===== src/rtl/predict_fix.sv =====
// predict_fix: EX-stage branch resolution and writeback register.
// Compares the resolved control-flow outcome with the fetch-stage
// prediction, issues a one-cycle redirect on a mispredict, and then holds
// flush for FLUSH_CYCLES cycles. Results go to writeback through a
// registered valid/ready slot. Misaligned targets are flagged, not redirected.
module predict_fix #(
   parameter int XLEN         = 32,
   parameter int ADDR_SIZE    = 32,
   parameter int FLUSH_CYCLES = 2
) (
   input  logic                 clk,
   input  logic                 rst,
   input  logic                 ex_valid,
   output logic                 ex_ready,
   input  logic [ADDR_SIZE-1:0] ex_pc,
   input  logic [4:0]           ex_rd,
   input  logic                 ex_rd_en,
   input  logic [XLEN-1:0]      write_back_rd,
   input  logic                 op_jump,
   input  logic                 op_bxx,
   input  logic [ADDR_SIZE-1:0] jump_dest,
   input  logic                 jump_whether_or_not,
   input  logic                 pred_taken,
   input  logic [ADDR_SIZE-1:0] pred_dest,
   output logic                 wb_valid,
   input  logic                 wb_ready,
   output logic [4:0]           wb_rd,
   output logic [XLEN-1:0]      wb_data,
   output logic                 wb_rd_en,
   output logic                 wb_misalign,
   output logic                 redirect_valid,
   output logic [ADDR_SIZE-1:0] redirect_pc,
   output logic                 flush,
   output logic [15:0]          branch_cnt,
   output logic [15:0]          mispred_cnt
);

   typedef enum logic {
      ST_RUN   = 1'b0,
      ST_FLUSH = 1'b1
   } state_t;

   localparam logic [2:0] FLUSH_LOAD = 3'(FLUSH_CYCLES);

   state_t               state_r;
   state_t               state_next_s;
   logic [2:0]           flush_cnt_r;
   logic [2:0]           flush_cnt_next_s;
   logic                 accept_s;
   logic                 ctrl_op_s;
   logic                 mispred_s;
   logic                 misalign_s;
   logic                 redirect_s;
   logic                 wb_valid_next_s;
   logic [ADDR_SIZE-1:0] actual_target_s;

   // In FLUSH everything is swallowed; otherwise accept whenever the slot frees up.
   assign ex_ready = (state_r == ST_FLUSH) | ~wb_valid | wb_ready;

   // Resolve the control op and decide accept / mispredict / redirect.
   always_comb begin
      accept_s        = 1'b0;
      ctrl_op_s       = 1'b0;
      mispred_s       = 1'b0;
      misalign_s      = 1'b0;
      redirect_s      = 1'b0;
      actual_target_s = ex_pc + ADDR_SIZE'(4);
      if (jump_whether_or_not) begin
         actual_target_s = jump_dest;
      end else begin
         actual_target_s = ex_pc + ADDR_SIZE'(4);
      end
      accept_s   = ex_valid & ex_ready & (state_r == ST_RUN);
      ctrl_op_s  = op_jump | op_bxx;
      mispred_s  = ctrl_op_s & ((jump_whether_or_not != pred_taken) |
                                (jump_whether_or_not & (jump_dest != pred_dest)));
      misalign_s = ctrl_op_s & jump_whether_or_not & (jump_dest[1:0] != 2'b00);
      redirect_s = accept_s & mispred_s & ~misalign_s;
   end

   // Writeback slot occupancy: load on accept, drain on handshake, replace without a bubble.
   always_comb begin
      wb_valid_next_s = wb_valid;
      if (accept_s) begin
         wb_valid_next_s = 1'b1;
      end else if (wb_valid & wb_ready) begin
         wb_valid_next_s = 1'b0;
      end else begin
         wb_valid_next_s = wb_valid;
      end
   end

   // RUN/FLUSH next state and flush down-counter.
   always_comb begin
      state_next_s     = state_r;
      flush_cnt_next_s = flush_cnt_r;
      case (state_r)
         ST_RUN: begin
            if (redirect_s) begin
               state_next_s     = ST_FLUSH;
               flush_cnt_next_s = FLUSH_LOAD;
            end else begin
               state_next_s     = ST_RUN;
               flush_cnt_next_s = flush_cnt_r;
            end
         end
         ST_FLUSH: begin
            if (flush_cnt_r == 3'd1) begin
               state_next_s     = ST_RUN;
               flush_cnt_next_s = 3'd0;
            end else begin
               state_next_s     = ST_FLUSH;
               flush_cnt_next_s = flush_cnt_r - 3'd1;
            end
         end
         default: begin
            state_next_s     = ST_RUN;
            flush_cnt_next_s = 3'd0;
         end
      endcase
   end

   // State register, counter and registered flush/redirect outputs.
   always_ff @(posedge clk or posedge rst) begin
      if (rst) begin
         state_r        <= ST_RUN;
         flush_cnt_r    <= 3'd0;
         flush          <= 1'b0;
         redirect_valid <= 1'b0;
         redirect_pc    <= '0;
      end else begin
         state_r        <= state_next_s;
         flush_cnt_r    <= flush_cnt_next_s;
         flush          <= (state_next_s == ST_FLUSH);
         redirect_valid <= redirect_s;
         if (redirect_s) begin
            redirect_pc <= actual_target_s;
         end
      end
   end

   // Writeback payload: only an accepted result may change it.
   always_ff @(posedge clk or posedge rst) begin
      if (rst) begin
         wb_valid    <= 1'b0;
         wb_rd       <= 5'd0;
         wb_data     <= '0;
         wb_rd_en    <= 1'b0;
         wb_misalign <= 1'b0;
      end else begin
         wb_valid <= wb_valid_next_s;
         if (accept_s) begin
            wb_rd       <= ex_rd;
            wb_data     <= write_back_rd;
            wb_rd_en    <= ex_rd_en & (ex_rd != 5'd0);
            wb_misalign <= misalign_s;
         end
      end
   end

   // Saturating branch and mispredict statistics.
   always_ff @(posedge clk or posedge rst) begin
      if (rst) begin
         branch_cnt  <= 16'd0;
         mispred_cnt <= 16'd0;
      end else begin
         if (accept_s & ctrl_op_s & (branch_cnt != 16'hFFFF)) begin
            branch_cnt <= branch_cnt + 16'd1;
         end
         if (accept_s & mispred_s & (mispred_cnt != 16'hFFFF)) begin
            mispred_cnt <= mispred_cnt + 16'd1;
         end
      end
   end

endmodule


===== config.mk =====
export PLATFORM = sky130hd
export DESIGN_NAME = predict_fix
export DESIGN_NICKNAME = d
export VERILOG_FILES = /design/src/rtl/predict_fix.sv
export SDC_FILE = /design/constraint.sdc
export NUM_CORES = 1
export LEC_CHECK = 0
export ABC_AREA = 1
export BUFFER_PORTS_ARGS = -buffer_cell sky130_fd_sc_hd__buf_2
export CAP_MARGIN = 20
export CORE_MARGIN = 8
export CORE_UTILIZATION = 30
export CTS_BUF_LIST = sky130_fd_sc_hd__clkbuf_4 sky130_fd_sc_hd__clkbuf_8
export CTS_CLUSTER_SIZE = 28
export DETAILED_ROUTE_END_ITERATION = 6
export SLEW_MARGIN = 25
export SYNTH_ARGS = -nofsm -noshare
export SYNTH_HDL_FRONTEND = slang
export SYNTH_SLANG_ARGS = --single-unit

===== constraint.sdc =====
create_clock -name clk -period 5.95 [get_ports clk]
set_input_delay 1.19 -clock clk [delete_from_list [all_inputs] [get_ports clk]]
set_output_delay 1.19 -clock clk [all_outputs]
set_load 0.03 [all_outputs]

## After elaboration in Yosys (flattened, before gate mapping)

Index checks and enable logic that the tools add are counted.

| word-level totals | value |
|---|---|
| bits in registers | 109 |
| bits of input ports | 142 |
| output and inout bits | 107 |
| word-level logic and storage cells | 53 |

| cells by class | value |
|---|---|
| add/sub/neg operators | 4 |
| eq/ne operators | 6 |
| mux-type cells | 9 |
| bitwise logic cells | 20 |
| reduce and logical (&&, ||, !) cells | 3 |

Operators by type and width:

| operator | number |
|---|---|
| $add 16x1->16 const B | 2 |
| $add 32x3->32 const B | 1 |
| $mux 32 | 1 |
| $ne 16x16->1 const B | 2 |
| $ne 32x32->1 | 1 |
| $and 1x1->1 | 13 |
| $mux 3 | 2 |
| $pmux 3 s2 | 1 |
| $reduce_bool 5->1 | 1 |
| $mux 1 | 4 |
| $or 1x1->1 | 4 |
| $reduce_bool 2->1 | 2 |
| $eq 3x1->1 const B | 1 |
| $not 1->1 | 3 |
| $sub 3x1->3 const B | 1 |
| $ne 2x2->1 const B | 1 |
| $pmux 1 s2 | 1 |
| $ne 1x1->1 | 1 |

## Longest topological paths before layout

Gate-level depths: netlist of run 1.

| depth | value |
|---|---|
| word-level depth | 9 |
| gate-level depth with buffers | 14 |
| mapped depth without buffers | 13 |

## Worst setup path after synthesis of run 1

No wires, ideal clock.

| timing | value |
|---|---|
| path kind | in2out |
| from | input port wb_ready |
| to | output port ex_ready |
| arrival | 1628 ps |
| required time | 4760 ps |
| slack | 3132 ps |
| cell stages on the path | 2 |
| path buffers | 0 |
| path through | nor2_1 nand2_1 |

| between the ends | value |
|---|---|
| word-level cells in the longest chain between the ends | 1 |

RTL lines:

| element | line | text |
|---|---|---|
| start, declared | 26 | `input logic wb_ready,` |
| $or 1x1->1 | 58 | `assign ex_ready = (state_r == ST_FLUSH) \| ~wb_valid \| wb_ready;` |
| end, declared | 14 | `output logic ex_ready,` |

No other way between the ends.

## Worst setup path in the final report of run 1

| timing | value |
|---|---|
| from | input port ex_valid |
| to | register mispred_cnt[8] |

| between the ends | value |
|---|---|
| word-level cells in the longest chain between the ends | 4 |

RTL lines:

| element | line | text |
|---|---|---|
| start, declared | 13 | `input logic ex_valid,` |
| $and 1x1->1 (2 in series) | 73 | `accept_s = ex_valid & ex_ready & (state_r == ST_RUN);` |
| $and 1x1->1 (2 in series) | 170 | `if (accept_s & mispred_s & (mispred_cnt != 16'hFFFF)) begin` |
| end signal, assigned | 171 | `mispred_cnt <= mispred_cnt + 16'd1;` |
| end, declared | 35 | `output logic [15:0] mispred_cnt` |

No other way between the ends.
A chain may end at the register's enable or synchronous reset.

==> results of run 1 <==
[cells in the mapped netlist (all sizes together)]
cell type	n
a21oi	4
nor3b	1
o21a	1
dfrtp	109
nand3	42
nor4	3
o211ai	1
inv	110
nor3	18
a2bb2oi	2
a22oi	2
a21boi	2
nand3b	3
nand4	15
o21ai	63
and3	2
clkbuf	11
xor2	31
ha	5
o22ai	2
nor2	61
nand2	367
or2	3
xnor2	18
mux2i	4
buf	11
o21bai	4
[worst register-to-register path, stage by stage (launching register included)]
cell	delay, ns
dfrtp_1	0.47
inv_2	0.15
nand2_2	0.08
nor2_4	0.09
buf_4	0.33
inv_2	0.40
nor2_4	0.21
o21a_2	0.20
nand3_1	0.68
o21ai_0	0.44
[cell families (layout without fill, tap and decap cells)]
family	Yosys count	count (layout)
AND/OR/NAND/NOR	515	515
buffers and inverters	132	376
flip-flops	109	109
AO/OA/AOI/OAI	81	81
XOR/XNOR	49	49
adder cells (fa/ha/maj)	5	5
multiplexers	4	4
[sequential cells by signal, summed over array words and instances (netlist names)]
| register | cells |
|---|---|
| branch_cnt | 16 |
| flush_cnt_r | 3 |
| mispred_cnt | 16 |
| redirect_pc | 32 |
| redirect_valid | 1 |
| state_r | 1 |
| wb_data | 32 |
| wb_misalign | 1 |
| wb_rd | 5 |
| wb_rd_en | 1 |
| wb_valid | 1 |
[placed cells by master (no fill, tap or decap), types with 4 or more instances in the layout]
master and instances:
clkbuf_8 9, nand3_1 41, nand2_1 365, buf_2 248, o21ai_1 16, dfrtp_1 109, xnor2_1 18, nand4_1 15
xor2_1 31, a21oi_1 4, o21bai_1 4, ha_1 5, nor3_1 17, nor2_1 58, o21ai_0 47, inv_1 105
mux2i_1 4
[worst paths after layout]
check                                         from                           to  slack, ns  cells past startpoint
hold reg to reg            wb_data[29]$_DFFE_PP0P_      wb_data[29]$_DFFE_PP0P_       0.48                      2
setup / recovery                          ex_valid   mispred_cnt[8]$_DFFE_PP0P_       2.54                      9
setup reg to reg                 state_r$_DFF_PP0_   mispred_cnt[8]$_DFFE_PP0P_       2.80                      9
min in group asynchronous                      rst  redirect_pc[28]$_DFFE_PP0P_       0.88                      2
max in group asynchronous                      rst  redirect_pc[18]$_DFFE_PP0P_       4.08                      3
hold / removal             wb_data[29]$_DFFE_PP0P_      wb_data[29]$_DFFE_PP0P_       0.48                      2
[routing by layer]
layer / track usage (%) / wire [um]
met1: 20.1 / 9480
met2: 28.2 / 10300
met3: 3.97 / 1460
met4: 5.47 / 471
met5: 0 / 0
[metrics by stage]
| step | util [%] | instances | hold WS [ns] |
|---|---|---|---|
| after detailed placement | 37.5 | 1398 | 0.453 |
| final | 38.5 | 1414 | 0.475 |
| after floorplan | - | 895 | 0.476 |
| after CTS | 38.5 | 1414 | 0.480 |
| after global routing | 38.5 | 1414 | 0.491 |
| after global placement | 37.5 | 1398 | 0.450 |
[cell type report]
| type | instances | area (um^2) | share of cell area, % |
|---|---|---|---|
| Clock buffer | 10 | 131 | 1.63 |
| Clock inverter | 6 | 77.6 | 0.964 |
| Inverter | 110 | 418 | 5.19 |
| Multi-Input combinational cell | 654 | 3090 | 38.4 |
| Sequential cell | 109 | 2730 | 33.9 |
| Tap cell | 275 | 344 | 4.27 |
| Timing Repair Buffer | 250 | 1260 | 15.6 |
[power groups by stage]
stage	Clock (uW)	Sequential (uW)	Combinational, uW
after CTS	511	1210	1520
after detailed placement	0	1220	1520
after global placement	0	1220	1490
after floorplan	0	1730	454
after global routing	539	1240	1630
final	491	1200	1490
==> flow_summary.yaml, run 1 <==
detailed_routing:
  drt-initial-drc-count: 387
  first_pass_iters: 5
  wire_per_inst_um: 15.4
  viasPerCell: 4.52
  ant_nets: 0
  vias: 6393
  route.detailed.drc: 0
  drt_wl_total_mm: 21.7
die:
  die_w_um: 161
  core_mm2: 0.0209
  num_rows: 53
  die_y_um: 161
  dieArea_mm2: 0.0260
  io_pins: 249
  start_util_pct: 30.3
critical_path:
  cp_max_fo: 46
  crit_top_cell: "nor2_4"
  cp-end-kind: "flop"
  crit_arrival_ns: 3.69
  required_ns: 6.23
  cp_num_buf_inv: 3
  path_cells: "buf_2 > nand2_2 > nor2_4 > buf_4 > inv_2 > nor2_4 > o21a_2 > nand3_1 > o21ai_0"
  setup.worst_path.start_class: "input port"
  crit_family: "simple AND/OR/NAND/NOR gates"
  critical_path_class: "input port to flop"
  cpPeakStageDelay_ns: 0.67
  cp_slowest_cell: "nand3_1"
clock_tree:
  cts.sinks: 109
  ctsHoldBuffers: 0
  ctsRootBufferMaster: "clkbuf_8"
  cts_resized: 0
  clk-insertion-delay-late_ns: 0.39
  numCtsBuffers: 9
  clkTransAtPathRegs_ns: 0.11
  cts_buffer_depth: 2
  cts_tree: "yes"
  cts_htree_levels: 3
  cts_setup_buffers: 0
yosys:
  synth_top_family_by_area: "simple AND/OR/NAND/NOR gates"
  syn_avg_cell_area_um2: 7.07
  synth_cell_type_count: 37
  syn_nets: 1042
  synth-seq-cells: 109
  yosys.area.top_type_share_pct: 43.1
  synthSimpleGateAreaFrac_pct: 33.5
  synth_area_mm2: 0.00633
  synth_compound_area_share_pct: 6.98
  muxShareOfSynthArea_pct: 0.632
  synth_fa_ha_area_share_pct: 0.988
  synth.area.top_cells: "dfrtp_1 43%, nand2_1 22%, inv_1 6.3%, xor2_1 4.3%, o21ai_0 3.7%"
  synth_cells: 895
  ys_seq_area_share_pct: 43.1
  yosysWarningCount: 0
  synth_area_leader_cell: "dfrtp_1"
  synth_xor_area_share_pct: 6.78
placement:
  place_congestion: 0.911
  io_buffers: 248
  hpwl_mm: 17.4
  dpl_cell_area_mm2: 0.00784
  place_ws_ns: 2.14
grt:
  grt_pass1_vias: 6496
  grt_overflow_total: 0
  grt_pass1_wl_mm: 34.3
  track_usage_pct: 16.5
  antenna_found_initial: 0
  grt_max_degree: 80
power_and_ir_drop:
  combPwrFrac_pct: 46.8
  switching_share_pct: 48.6
  p_per_area_mw_per_mm2: 396
  p_int_uw: 1640
  power_frac_clock_pct: 15.4
  p_total_uw: 3190
  power_leakage_uw: 0.00445
  switching_power_uw: 1550
  ir_drop_uv: 176
  power_frac_seq_pct: 37.8
timing:
  post-route-period-util_pct: 57.3
  max_freq_mhz: 293
  max-slew-margin-rel_pct: 36.6
  setup_violations: 0
  fin_crit_ns: 3.41
  skew_ns: 0.00931
  fin_setup_tns_ns: 0
  slew_violations: 0
  setup_slack_ns: 2.54
  finalHoldViolCount: 0
  rsz0062_at_grt: "false"
  worst_slew_pin_slew_ns: 0.948
run_status:
  status: "finished clean"
final_layout:
  nets: 1281
  drive_gt1_share_pct: 24.7
  antenna-diode-count: 0
  finalInstanceArea_mm2: 0.00805
  syn_to_final_growth_pct: 27.1
  fillCellCount: 2274
min_path:
  min_path_type: "flop to flop"
run:
  drv_cap: 0
(Power assumes the default switching activity.)
==> inputs of run 2 (changes only) <==
Clock period 5.95 ns to 3.4 ns, I/O delays scaled along.
==> flow_summary.yaml, run 2 (synthesis gave the netlist of run 1 again) <==
clock_tree:
  cts.sinks: 109
  cts_setup_buffers: 0
  ctsHoldBuffers: 0
  clkTransAtPathRegs_ns: 0.11
  numCtsBuffers: 9
  cts_resized: 0
  cts_tree: "yes"
  clk-insertion-delay-late_ns: 0.38
  cts_htree_levels: 3
  ctsRootBufferMaster: "clkbuf_8"
  cts_buffer_depth: 2
timing:
  worst_slew_pin_slew_ns: 0.939
  fin_setup_tns_ns: 0
  finalHoldViolCount: 0
  fin_crit_ns: 2.22
  post-route-period-util_pct: 65.2
  setup_violations: 0
  slew_violations: 0
  skew_ns: 0.0129
  holdWs_ns: 0.393
  rsz0062_at_grt: "false"
  max-slew-margin-rel_pct: 37.3
  max_freq_mhz: 451
run_status:
  status: "finished clean"
critical_path:
  rr_endpoint: "redirect_pc[23]$_DFFE_PP0P_"
  reg2reg_slack_ns: 1.22
  required_ns: 3.68
  cp_max_fo: 37
  crit_arrival_ns: 2.50
  setup.worst_path.start_class: "input port"
  critical_path_class: "input port to flop"
  cp-end-kind: "flop"
  ff2ff_path_depth: 10
  timing.rr.start: "state_r$_DFF_PP0_"
placement:
  place_congestion: 0.890
  dpl_cell_area_mm2: 0.00789
  hpwl_mm: 17.8
  placed_cells: 1403
  io_buffers: 248
detailed_routing:
  drt_wl_total_mm: 21.9
  viasPerCell: 4.50
  route.detailed.drc: 0
  wire_per_inst_um: 15.4
  drt-initial-drc-count: 307
  ant_nets: 0
  vias: 6384
  first_pass_iters: 5
power_and_ir_drop:
  ir_drop_uv: 426
  p_per_area_mw_per_mm2: 685
  power_leakage_uw: 0.00448
die:
  core_mm2: 0.0209
  start_util_pct: 30.3
  die_w_um: 161
  io_pins: 249
  die_y_um: 161
  num_rows: 53
  dieArea_mm2: 0.0260
final_layout:
  most-common-layout-cells: "365 x nand2_1, 248 x buf_2, 109 x dfrtp_1"
  multi_input_area_mm2: 0.00309
  layout_commonest_cell: "nand2_1"
  antenna-diode-count: 0
  syn_to_final_growth_pct: 27.8
  fin_cells: 1419
  largestRegisters: "redirect_pc x32, wb_data x32"
  fillCellCount: 2295
  regArea_mm2: 0.00273
  drive_gt1_share_pct: 25.0
  finalInstanceArea_mm2: 0.00809
  nets: 1286
grt:
  track_usage_pct: 16.9
  antenna_found_initial: 3
  grt_overflow_total: 0
  grt_pass1_vias: 6398
  grt_max_degree: 81
  grt_pass1_wl_mm: 35.0
run:
  drv_cap: 0
min_path:
  min_path_type: "input port to asynchronous set/reset pin"
==> run 2: cell types whose count changed in the layout (fill, tap and decap cells not counted), sizes merged <==
cell      change
buf           +5
bufinv        -1
clkbuf        +1
clkinv        -1
clkinvlp      +1
==> run 2: final cells by class <==
cell class / instances / area share, %
repair buffers: 255 / 16.1
well taps: 275 / 4.25
multi-input cells: 654 / 38.2
flip-flops and latches: 109 / 33.7
clock buffers: 11 / 1.87
inverters: 110 / 5.15
clock inverters: 5 / 0.649
==> run 2: how the worst max path moves through the flow <==
stage	start	end	slack, ns	cells past startpoint
floorplan	rst	branch_cnt[0]$_DFFE_PP0P_	1.40	1
global placement	jump_dest[10]	redirect_pc[27]$_DFFE_PP0P_	0.79	9
detailed placement	jump_dest[13]	redirect_pc[24]$_DFFE_PP0P_	0.75	13
CTS	state_r$_DFF_PP0_	redirect_pc[23]$_DFFE_PP0P_	1.17	10
global route	jump_dest[13]	redirect_pc[8]$_DFFE_PP0P_	0.87	13
finish	jump_dest[13]	redirect_pc[24]$_DFFE_PP0P_	1.18	13
==> run 2: per-stage QoR <==
| stage | setup slack, ns | total power, uW | util (%) |
|---|---|---|---|
| 2_1_floorplan | 1.40 | 3830 | - |
| 3_3_place_gp | 0.787 | 4760 | 37.8 |
| 3_5_place_dp | 0.745 | 4800 | 37.8 |
| 4_1_cts | 1.17 | 5640 | 38.7 |
| 5_1_grt | 0.865 | 5950 | 38.7 |
| 6_report | 1.18 | 5540 | 38.7 |
==> run 2: routing by layer <==
metal  global-route usage [%]  up-vias  wire length, um
met3                     4.28       29             1260
met5                        0        -               36
li1                         -     3279                -
met4                     4.25        6              355
met1                     21.5     2882             9890
met2                     28.2      188            10300
==> run 2: critical path, stage by stage <==
cell and delay, ns:
buf_2 0.11, nand2_1 0.11, nand2_1 0.07, inv_1 0.05
nand2_1 0.06, nor2_1 0.10, nand2_1 0.06, nor2_1 0.21
nand3_1 0.23, nand3_4 0.38, inv_2 0.24, nand2_1 0.12
nand2_1 0.05
==> run 2: power breakdown <==
group / total (uW) / internal, uW / switching (uW)
Combinational: 2610 / 734 / 1880
Clock: 810 / 324 / 486
Sequential: 2120 / 1780 / 339
==> inputs of run 3 (changes only) <==
Clock period 3.4 ns to 1.85 ns, I/O delays scaled along.
==> flow_summary.yaml, run 3 (synthesis gave the netlist of run 1 again) <==
die:
  num_rows: 53
  core_mm2: 0.0209
  start_util_pct: 30.3
  io_pins: 249
  die_y_um: 161
  dieArea_mm2: 0.0260
  die_w_um: 161
power_and_ir_drop:
  switching_share_pct: 48.4
  p_per_area_mw_per_mm2: 1220
  combPwrFrac_pct: 49.2
  power_frac_seq_pct: 36.9
  p_total_uw: 10300
  switching_power_uw: 5010
  power_frac_clock_pct: 14.0
  ir_drop_uv: 634
  power_leakage_uw: 0.00469
  p_int_uw: 5330
grt:
  track_usage_pct: 16.6
  grt_max_degree: 110
  antenna_found_initial: 3
  grt_pass1_vias: 6490
  grt_pass1_wl_mm: 34.5
  grt_overflow_total: 0
placement:
  placed_cells: 1443
  io_buffers: 248
  place_congestion: 0.875
  hpwl_mm: 17.8
critical_path:
  crit_start: "branch_cnt[1]$_DFFE_PP0P_"
  cp-endpoint: "branch_cnt[10]$_DFFE_PP0P_"
  critical_path_class: "flop to flop"
  reg2reg_slack_ns: 0.19
  cp.depth: 9
  ff2ff_path_depth: 9
  cp-end-kind: "flop"
  cpPeakStageDelay_ns: 0.43
  cp_max_fo: 7
  timing.rr.start: "branch_cnt[1]$_DFFE_PP0P_"
  cp_num_buf_inv: 0
  cp_slowest_cell: "dfrtp_1"
  required_ns: 2.15
  path_cells: "ha_1 > nand3_1 > nor2_1 > nand3_1 > nand2_2 > nor2_2 > nand2_1 > nor2_1 > xor2_1"
  setup.worst_path.start_class: "flop"
  crit_arrival_ns: 1.96
  rr_endpoint: "branch_cnt[10]$_DFFE_PP0P_"
  crit_family: "simple AND/OR/NAND/NOR gates"
timing:
  rsz0062_at_grt: "false"
  post-route-period-util_pct: 89.6
  worst_slew_pin_slew_ns: 0.637
  slew_violations: 0
  max_freq_mhz: 603
  max-slew-margin-rel_pct: 57.5
  fin_crit_ns: 1.66
  holdWs_ns: 0.106
  finalHoldViolCount: 0
  setup_violations: 0
  skew_ns: 0.0131
run_status:
  status: "finished clean"
final_layout:
  drive_gt1_share_pct: 27.7
  largestRegisters: "redirect_pc x32, wb_data x32"
  nets: 1327
  antenna-diode-count: 0
  most-common-layout-cells: "365 x nand2_1, 248 x buf_2, 109 x dfrtp_1"
  layout_commonest_cell: "nand2_1"
  syn_to_final_growth_pct: 33.4
  fin_cells: 1460
detailed_routing:
  vias: 6515
  wire_per_inst_um: 15.0
  route.detailed.drc: 0
  first_pass_iters: 4
  drt-initial-drc-count: 310
  viasPerCell: 4.46
  ant_nets: 0
  drt_wl_total_mm: 21.8
clock_tree:
  cts.sinks: 109
  clk-insertion-delay-late_ns: 0.38
  ctsRootBufferMaster: "clkbuf_8"
  cts_htree_levels: 3
  cts_buffer_depth: 2
  clkTransAtPathRegs_ns: 0.11
  numCtsBuffers: 9
  cts_tree: "yes"
run:
  drv_cap: 0
min_path:
  min_path_type: "input port to asynchronous set/reset pin"
[run 3: area by class of cell]
class	instances	area [um^2]
clock inverters	6	57.6
flip-flops and latches	109	2730
multi-input cells	654	3100
well taps	275	344
fillers	2198	12400
inverters	110	419
repair buffers	296	1670
clock buffers	10	131
[run 3: power groups by stage]
stage               logic, uW  registers (uW)  clock network [uW]
CTS                      5140            3820                1510
global route             5550            3940                1610
global placement         5060            3850                   0
detailed placement       5150            3850                   0
floorplan                1460            5570                   0
finish                   5080            3810                1440
[run 3: layer usage]
layer | global-route usage, % | wire length, um | vias to the layer above
li1 | - | - | 3352
met1 | 21.3 | 9920 | 2940
met2 | 27.6 | 10200 | 191
met3 | 4.05 | 1310 | 26
met4 | 4.17 | 367 | 6
met5 | 0 | 26 | -
[run 3: tightest hold or removal path, delay by kind of cell]
| kind | cells | cell delay (ns) |
|---|---|---|
| buffers and inverters | 3 | 0.59 |
[run 3: timing repair]
action,CTS,global route
setup buffers,0,1
resized for setup,0,5
hold buffers,0,0
setup endpoints to repair,0,22
hold endpoints to repair,0,0
[run 3: through the flow]
stage | area, um^2 | TNS, ns | worst slack [ns] | util (%)
after floorplan | 6330 | 0 | 0.0477 | -
final | 8440 | 0 | 0.192 | 40.4
after CTS | 8430 | 0 | 0.0572 | 40.3
after global placement | 8240 | -5.06 | -0.138 | 39.4
after detailed placement | 8240 | -5.60 | -0.156 | 39.4
after global routing | 8440 | 0 | 0.0361 | 40.4
[run 3: worst min-delay path by stage]
| stage | endpoint | depth (start not counted) |
|---|---|---|
| global placement | wb_data[3]$_DFFE_PP0P_ | 2 |
| finish | redirect_pc[2]$_DFFE_PP0P_ | 3 |
| floorplan | flush_cnt_r[1]$_DFFE_PP0P_ | 2 |
| global route | redirect_pc[2]$_DFFE_PP0P_ | 3 |
| detailed placement | wb_data[2]$_DFFE_PP0P_ | 2 |
| CTS | redirect_pc[2]$_DFFE_PP0P_ | 3 |
